### src/rtl/cpu_seq_pkg.sv
// Shared definitions for the multicycle instruction sequencer:
// state encoding, WriteEn bit positions and the default halt opcode.
package cpu_seq_pkg;

  typedef enum logic [2:0] {
    ST_IDLE   = 3'd0,
    ST_FETCH  = 3'd1,
    ST_DECODE = 3'd2,
    ST_EXEC   = 3'd3,
    ST_MEM    = 3'd4,
    ST_WB     = 3'd5,
    ST_HALT   = 3'd6
  } state_t;

  localparam int WE_REG     = 6;
  localparam int WE_MARY    = 5;
  localparam int WE_SHELLEY = 4;
  localparam int WE_COMP    = 3;
  localparam int WE_RA      = 2;
  localparam int WE_PC      = 1;
  localparam int WE_SP      = 0;

  localparam logic [4:0] HALT_OP_DEFAULT = 5'b11111;

endpackage

### src/rtl/mem_wait_timer.sv
// Counts memory wait cycles; expired flags the wait cycle that brings the
// count up to the limit.
module mem_wait_timer #(
  parameter int W = 5
) (
  input  logic         clk,
  input  logic         rst,
  input  logic         clear,
  input  logic         count,
  input  logic [W-1:0] limit,
  output logic         expired
);

  logic [W-1:0] cnt_r;

  // wait-cycle counter, held at zero while clear is asserted
  always_ff @(posedge clk or posedge rst) begin
    if (rst) begin
      cnt_r <= {W{1'b0}};
    end else if (clear) begin
      cnt_r <= {W{1'b0}};
    end else if (count) begin
      cnt_r <= cnt_r + W'(1);
    end else begin
      cnt_r <= cnt_r;
    end
  end

  assign expired = count && (cnt_r == (limit - W'(1)));

endmodule

### src/rtl/instr_sequencer.sv
// Multicycle FETCH/DECODE/EXEC/MEM/WB sequencer: drives the memory handshake
// and gates the control unit's write enables to a single writeback cycle.
module instr_sequencer
  import cpu_seq_pkg::*;
#(
  parameter int         MEM_TIMEOUT = 16,
  parameter int         RC_W        = 16,
  parameter logic [4:0] HALT_OP     = HALT_OP_DEFAULT
) (
  input  logic            CLK,
  input  logic            Reset,
  input  logic            Run,
  input  logic            Stop,
  input  logic [4:0]      OPCODE,
  input  logic            flagbit,
  input  logic            CuMemRead,
  input  logic            CuMemWrite,
  input  logic [WE_REG:0] CuWriteEn,
  input  logic            MemReady,
  output logic            IRWrite,
  output logic            PCIncr,
  output logic            MemReq,
  output logic            MemWe,
  output logic [WE_REG:0] WriteEn,
  output logic [2:0]      State,
  output logic            Halted,
  output logic            Fault,
  output logic [RC_W-1:0] RetireCount
);

  localparam int TW = $clog2(MEM_TIMEOUT + 1);

  state_t          state_r, state_s;
  logic            fault_r, set_fault_s;
  logic            tmr_clear_s, tmr_count_s, tmr_expired_s;
  logic [RC_W-1:0] rc_r;
  logic            unused_s;

  assign unused_s = flagbit;

  mem_wait_timer #(.W(TW)) u_timer (
    .clk     (CLK),
    .rst     (Reset),
    .clear   (tmr_clear_s),
    .count   (tmr_count_s),
    .limit   (TW'(MEM_TIMEOUT)),
    .expired (tmr_expired_s)
  );

  // next-state and output decode; completion takes priority over timeout
  always_comb begin
    state_s     = state_r;
    set_fault_s = 1'b0;
    tmr_clear_s = 1'b1;
    tmr_count_s = 1'b0;
    IRWrite     = 1'b0;
    PCIncr      = 1'b0;
    MemReq      = 1'b0;
    MemWe       = 1'b0;
    WriteEn     = {(WE_REG+1){1'b0}};
    Halted      = 1'b0;
    case (state_r)
      ST_IDLE: begin
        if (Run) state_s = ST_FETCH;
        else     state_s = ST_IDLE;
      end
      ST_FETCH: begin
        MemReq      = 1'b1;
        IRWrite     = MemReady;
        PCIncr      = MemReady;
        tmr_clear_s = 1'b0;
        tmr_count_s = !MemReady;
        if (MemReady) begin
          state_s = ST_DECODE;
        end else if (tmr_expired_s) begin
          state_s     = ST_HALT;
          set_fault_s = 1'b1;
        end else begin
          state_s = ST_FETCH;
        end
      end
      ST_DECODE: begin
        if (OPCODE == HALT_OP) state_s = ST_HALT;
        else                   state_s = ST_EXEC;
      end
      ST_EXEC: begin
        if (CuMemRead || CuMemWrite) state_s = ST_MEM;
        else                         state_s = ST_WB;
      end
      ST_MEM: begin
        MemReq      = 1'b1;
        MemWe       = CuMemWrite;
        tmr_clear_s = 1'b0;
        tmr_count_s = !MemReady;
        if (MemReady) begin
          state_s = ST_WB;
        end else if (tmr_expired_s) begin
          state_s     = ST_HALT;
          set_fault_s = 1'b1;
        end else begin
          state_s = ST_MEM;
        end
      end
      ST_WB: begin
        WriteEn = CuWriteEn;
        if (Stop) state_s = ST_IDLE;
        else      state_s = ST_FETCH;
      end
      ST_HALT: begin
        Halted  = 1'b1;
        state_s = ST_HALT;
      end
      default: begin
        state_s     = ST_HALT;
        set_fault_s = 1'b1;
      end
    endcase
  end

  // state, sticky fault and retire counter
  always_ff @(posedge CLK or posedge Reset) begin
    if (Reset) begin
      state_r <= ST_IDLE;
      fault_r <= 1'b0;
      rc_r    <= {RC_W{1'b0}};
    end else begin
      state_r <= state_s;
      if (set_fault_s) fault_r <= 1'b1;
      else             fault_r <= fault_r;
      if (state_r == ST_WB) rc_r <= rc_r + RC_W'(1);
      else                  rc_r <= rc_r;
    end
  end

  assign State       = state_r;
  assign Fault       = fault_r;
  assign RetireCount = rc_r;

endmodule
### config.mk
export PLATFORM = sky130hd
export DESIGN_NAME = instr_sequencer
export DESIGN_NICKNAME = d
export VERILOG_FILES = /design/src/rtl/cpu_seq_pkg.sv /design/src/rtl/mem_wait_timer.sv /design/src/rtl/instr_sequencer.sv
export SDC_FILE = /design/constraint.sdc
export NUM_CORES = 1
export LEC_CHECK = 0
export CORE_ASPECT_RATIO = 1.25
export CORE_UTILIZATION = 25
export CTS_CLUSTER_SIZE = 28
export DETAILED_ROUTE_END_ITERATION = 6
export PLACE_DENSITY_LB_ADDON = 0.2
export SYNTH_ARGS = -nofsm -noshare
export SYNTH_HDL_FRONTEND = slang
export SYNTH_SLANG_ARGS = --single-unit
### constraint.sdc
create_clock -name CLK -period 2.4 [get_ports CLK]
set_clock_uncertainty 0.2 [all_clocks]
set_input_delay 0.48 -clock CLK [delete_from_list [all_inputs] [get_ports CLK]]
set_output_delay 0.48 -clock CLK [all_outputs]
set_load 0.02 [all_outputs]
# ---- Yosys cells after proc, flatten, opt, wreduce, memory -nomap -nowiden
# Index checks and enable logic that the tools add are counted.
dict set report totals {
  output_inout_bits 32
  wordCells 41
  regBits 25
  mem_count 0
  mem_bits_rw 0
  rom_bits 0
  latchBits 0
  input_bits 20
}
dict set report op_classes {
  mul 0
  n_lt_le_gt_ge 0
  mux 20
  n_addsub 2
  div 0
  n_bitwise 0
  shifts 0
  eq_ne 9
  reduce_logical 6
}
# op count
set op_table {}
lappend op_table {{3-bit case mux with 6 select lines} 1}
lappend op_table {{16-bit by 1-bit adder with 16-bit output (second input constant)} 1}
lappend op_table {{1-bit 2-to-1 mux} 10}
lappend op_table {{5-bit 2-to-1 mux} 2}
lappend op_table {{3-bit equality test (second input constant)} 3}
lappend op_table {{3-bit 2-to-1 mux} 3}
lappend op_table {{7-bit 2-to-1 mux} 1}
lappend op_table {{3-bit by 2-bit equality test with 1-bit output (second input constant)} 2}
lappend op_table {{5-bit by 1-bit adder with 5-bit output (second input constant)} 1}
lappend op_table {{5-bit by 4-bit equality test with 1-bit output (second input constant)} 1}
lappend op_table {{5-bit equality test (second input constant)} 1}
lappend op_table {{5-bit OR reduction} 1}
lappend op_table {{2-bit 2-to-1 mux} 2}
lappend op_table {{3-bit by 1-bit equality test with 1-bit output (second input constant)} 1}
lappend op_table {{3-bit logical NOT} 1}
lappend op_table {{2-bit by 1-bit inequality test with 1-bit output (second input constant)} 1}
lappend op_table {{1-bit case mux with 2 select lines} 1}
lappend op_table {{2-bit OR reduction} 1}
lappend op_table {{1-bit logical AND} 1}
lappend op_table {{1-bit logical NOT} 1}
lappend op_table {{1-bit logical OR} 1}

# ---- Longest topological paths before layout
dict set report logic_depth {
  ltp_word 7
  ltp_mapped 7
  ltp_nobuf 7
}

# ---- Modules after synthesis
# A second synthesis with hierarchy kept.
dict set report unflattened {
  hier_cells 152
  area_unflattened_um2 1493.9
}
# module instances area_each_um2 cells_per_inst seq_area_each_um2
set modules_own_cells {}
lappend modules_own_cells {instr_sequencer 1 1126.1 114 500.5}
lappend modules_own_cells {mem_wait_timer 1 367.9 38 125.1}

# ---- Least setup slack after synthesis
# No wires, ideal clock.
dict set report synth_timing {
  path_type {register -> output}
  from {register state_r[0] (netlist: State[0])}
  to {output PCIncr}
  arrival_ns 1.658
  path_slack_ns 0.062
  path_stages_with_launch 5
  required_time_ns 1.720
  path_buffers 2
  path_cell_list {dfrtp_1 > buf_2 > nand2b_1 > nor3b_1 > buf_4}
}
dict set report synth_via {
  elab_chain_len 2
}
# item line
set synth_lines {}
lappend synth_lines {{from (decl)} instr_sequencer.sv:33} ;# state_t state_r, state_s;
lappend synth_lines {{from (signal assigned)} instr_sequencer.sv:127} ;# state_r <= state_s;
lappend synth_lines {{3-bit by 1-bit equality test with 1-bit output} n/a}
lappend synth_lines {{1-bit 2-to-1 mux} n/a}
lappend synth_lines {{to (decl)} instr_sequencer.sv:21} ;# output logic PCIncr,
# Every way passes these cells.

# ---- Worst setup path in the final report
dict set report layout_timing {
  from {register state_r[2] (netlist: State[2])}
  to {output PCIncr}
}
dict set report layout_via {
  elab_chain_len 2
}
# item line
set layout_lines {}
lappend layout_lines {{3-bit by 1-bit equality test with 1-bit output} instr_sequencer.sv:62} ;# case (state_r)
lappend layout_lines {{1-bit 2-to-1 mux} instr_sequencer.sv:62}
# Every way passes these cells.

==> reports/metrics.yaml <==
outcome: "finished clean"
dieHeight_um: 83.0
syn_area_per_cell_um2: 10.6
netlist_instances: 124
worst_pin_slew_ns: 0.362
p_int_uw: 976
hold_viol: 0
synth_fp_nets: 147
place.gp.congestion: 0.726
arrival_ns: 1.57
endpoint_kind: "primary output"
p_sw_share_pct: 37.3
start_util_pct: 26.0
cts_tree: "built"
grt_pass1_wl_mm: 4.95
pwr-share-seq_pct: 37.8
setup_slack_ns: 0.150
pre_cts_ws_ns: -0.107
final-setup-viol-count: 0
drt-initial-drc-count: 64
path_cells: "nand2b_1, nor3b_1, dlygate4sd2_1"
htreeDepth: 1
drive_above_1_share_pct: 10.5
fp.dieArea_um2: 5540
crit_required_ns: 1.72
cts_sinks: 25
seqCellArea_um2: 628
cap_violations: 0
pin_count: 52
startpoint: "State[2]"
p_comb_share_pct: 46.7
cp_top_family: "simple AND/OR/NAND/NOR gates"
overflow: 0
final_max_slew_viol_count: 0
routed_wl_mm: 2.87
synthesis.area_um2: 1310
drc: 0
cp.depth: 3
grt_pass1_vias: 1103
dp_hpwl_mm: 2.24
fmax_mhz: 444
final_antenna_net_count: 0
grt_max_degree: 26
reg2regPathDepth: 7
synth_cell_types: 34
hold_start: "RetireCount[15]"
clk_latency_ns: 0.26
start_kind: "flop"
vias: 1070
hold_depth: 1
power_switching_uw: 581
max_slew_margin_pct: 75.8
die_w_um: 66.8
worstHoldPathType: "reg2reg"
crit_slowest_cell: "dfrtp_2"
clkPwrFrac_pct: 15.5
numPortBuffers: 50
period_share_pct: 93.8
numCtsBuffers: 3
ir_worst_vdd_mv: 0.420
rsz0062_at_grt: "false"
r2r-start: "u_timer.cnt_r[0]"
max_stage_delay_ns: 0.46
fin_util_pct: 38.8
antenna_found_initial: 0
worstPathMaxFanout: 6
coreArea_um2: 5040
rows: 29
fillCellCount: 486
routedWlPerCell_um: 11.8
postCtsSetupBuffers: 0
ys_seq_area_share_pct: 47.7
cts_root_buf: "clkbuf_8"
final_net_count: 205
insertedDiodeCount: 0
p_per_area_nw_per_um2: 795
dr.pass1.iters: 4
p_leak_nw: 0.948
clock_path_buffers: 2
finalCriticalPeriod_ns: 2.25
synth-seq-cells: 25
path_buf_inv: 1
grtUsageTotal_pct: 11.2
multiInputGateArea_um2: 636
clk_pin_slew_ns: 0.08
viasPerCell: 4.40
fin_cells: 243
criticalPathCategory: "reg2out"
placed_cells_incl_taps: 239
syn2layout_area_growth_pct: 49.3
yosysWarnings: 0
-- cell usage after synthesis --
master | number | area, um^2
ha_1 | 3 | 37.5
or2_4 | 1 | 8.76
mux2i_1 | 1 | 10.0
nand4_1 | 2 | 12.5
xor2_1 | 8 | 70.1
a31oi_1 | 2 | 12.5
nor3_1 | 2 | 10.0
a21oi_1 | 2 | 10.0
o21ai_1 | 1 | 5.00
a21boi_0 | 1 | 7.51
nand4b_1 | 1 | 8.76
o31ai_1 | 2 | 15.0
and3b_1 | 1 | 8.76
o221ai_1 | 1 | 8.76
nor2b_1 | 1 | 6.26
clkbuf_1 | 1 | 3.75
and3_1 | 4 | 25.0
dfrtp_1 | 25 | 626
nor2_1 | 12 | 45.0
mux4_2 | 1 | 22.5
a21o_1 | 1 | 7.51
buf_2 | 2 | 10.0
xnor2_1 | 10 | 87.6
nand3b_4 | 1 | 20.0
nand2_1 | 7 | 26.3
buf_4 | 2 | 15.0
nor4_4 | 1 | 21.3
mux2_2 | 1 | 11.3
and4_1 | 3 | 26.3
nand2b_1 | 3 | 18.8
and2_1 | 7 | 43.8
inv_1 | 6 | 22.5
nand3_1 | 5 | 25.0
nor3b_1 | 3 | 22.5
-- layout make-up --
class / instances / area share, %
timing repair buffer: 58 / 28.1
clock buffer: 4 / 2.30
tap: 62 / 3.96
multi-input combinational: 88 / 32.5
inverter: 6 / 1.15
sequential: 25 / 32.1
-- worst reg2reg max path: stages (launching register included) --
cell and delay (ns):
dfrtp_1 0.39, ha_1 0.18, and3_1 0.18, ha_1 0.17, nor2_1 0.07, mux4_2 0.45, nand2_1 0.08, o31ai_1 0.06
-- logic make-up (layout without fill, tap and decap cells) --
kind of cell	count (synthesis)	in the layout	share of synthesized area [%]
AND/OR/NAND/NOR	54	54	25.1
AO/OA/AOI/OAI	10	10	5.06
adder cells (fa/ha/maj)	3	3	2.86
multiplexers	3	3	3.34
XOR/XNOR	18	18	12.0
buffers and inverters	11	68	3.91
flip-flops	25	25	47.7
-- per-stage QoR --
step / total power [mW] / hold WS [ns] / TNS, ns / cell area (um^2)
final: 1.56 / 0.269 / 0 / 1960
after global routing: 1.67 / 0.312 / 0 / 1960
after CTS: 1.59 / 0.278 / 0 / 1960
after detailed placement: 1.36 / 0.264 / -0.246 / 1920
after global placement: 1.35 / 0.259 / -0.239 / 1920
after floorplan: 1.01 / 0.280 / 0 / 1310
-- final timing paths --
check	to	slack, ns
max in group asynchronous	State[0]	1.37
max	PCIncr	0.15
min reg2reg	RetireCount[15]	0.27
min	RetireCount[15]	0.27
max reg2reg	State[0]	0.51
min in group asynchronous	u_timer.cnt_r[4]	0.36
-- cells in the final DEF (no fill, tap or decap), drive strengths merged, types with 2 or more instances in the layout --
cell	Yosys	final
inv	6	6
nor3b	3	3
a31oi	2	2
buf	4	8
nand2b	3	3
and4	3	3
a21oi	2	2
and2	7	7
nand3	5	5
o31ai	2	2
ha	3	3
nand4	2	2
clkdlybuf4s50	0	38
dlygate4sd2	0	11
nor3	2	2
nor2	12	12
nand2	7	7
clkbuf	1	4
and3	4	4
xor2	8	8
dfrtp	25	25
xnor2	10	10
-- timing repair --
item                       in CTS  in global routing
setup endpoints to repair      11                  1
pin swaps                       0                  0
hold buffers                    0                  0
gates resized for setup        14                  1
-- flip-flops by register name, summed over array words and instances, names as in the netlist --
name,flops
u_timer.cnt_r,5
RetireCount,16
Fault,1
State,3
-- power groups by stage --
stage / registers (mW) / clock network, mW / logic [mW]
3_5_place_dp: 0.595 / 0 / 0.761
4_1_cts: 0.590 / 0.258 / 0.738
2_1_floorplan: 0.643 / 0 / 0.363
5_1_grt: 0.604 / 0.272 / 0.796
6_report: 0.588 / 0.242 / 0.727
3_3_place_gp: 0.592 / 0 / 0.757
-- layer usage --
metal | up-vias | global-route usage, % | share of wire [%]
met1 | 502 | 14.0 | 42
li1 | 530 | - | -
met5 | - | 0 | 0
met3 | 4 | 2.20 | 5.5
met2 | 34 | 19.5 | 52
met4 | 0 | 2.32 | 0.70
No activity file was read; power rests on OpenSTA's default activity.
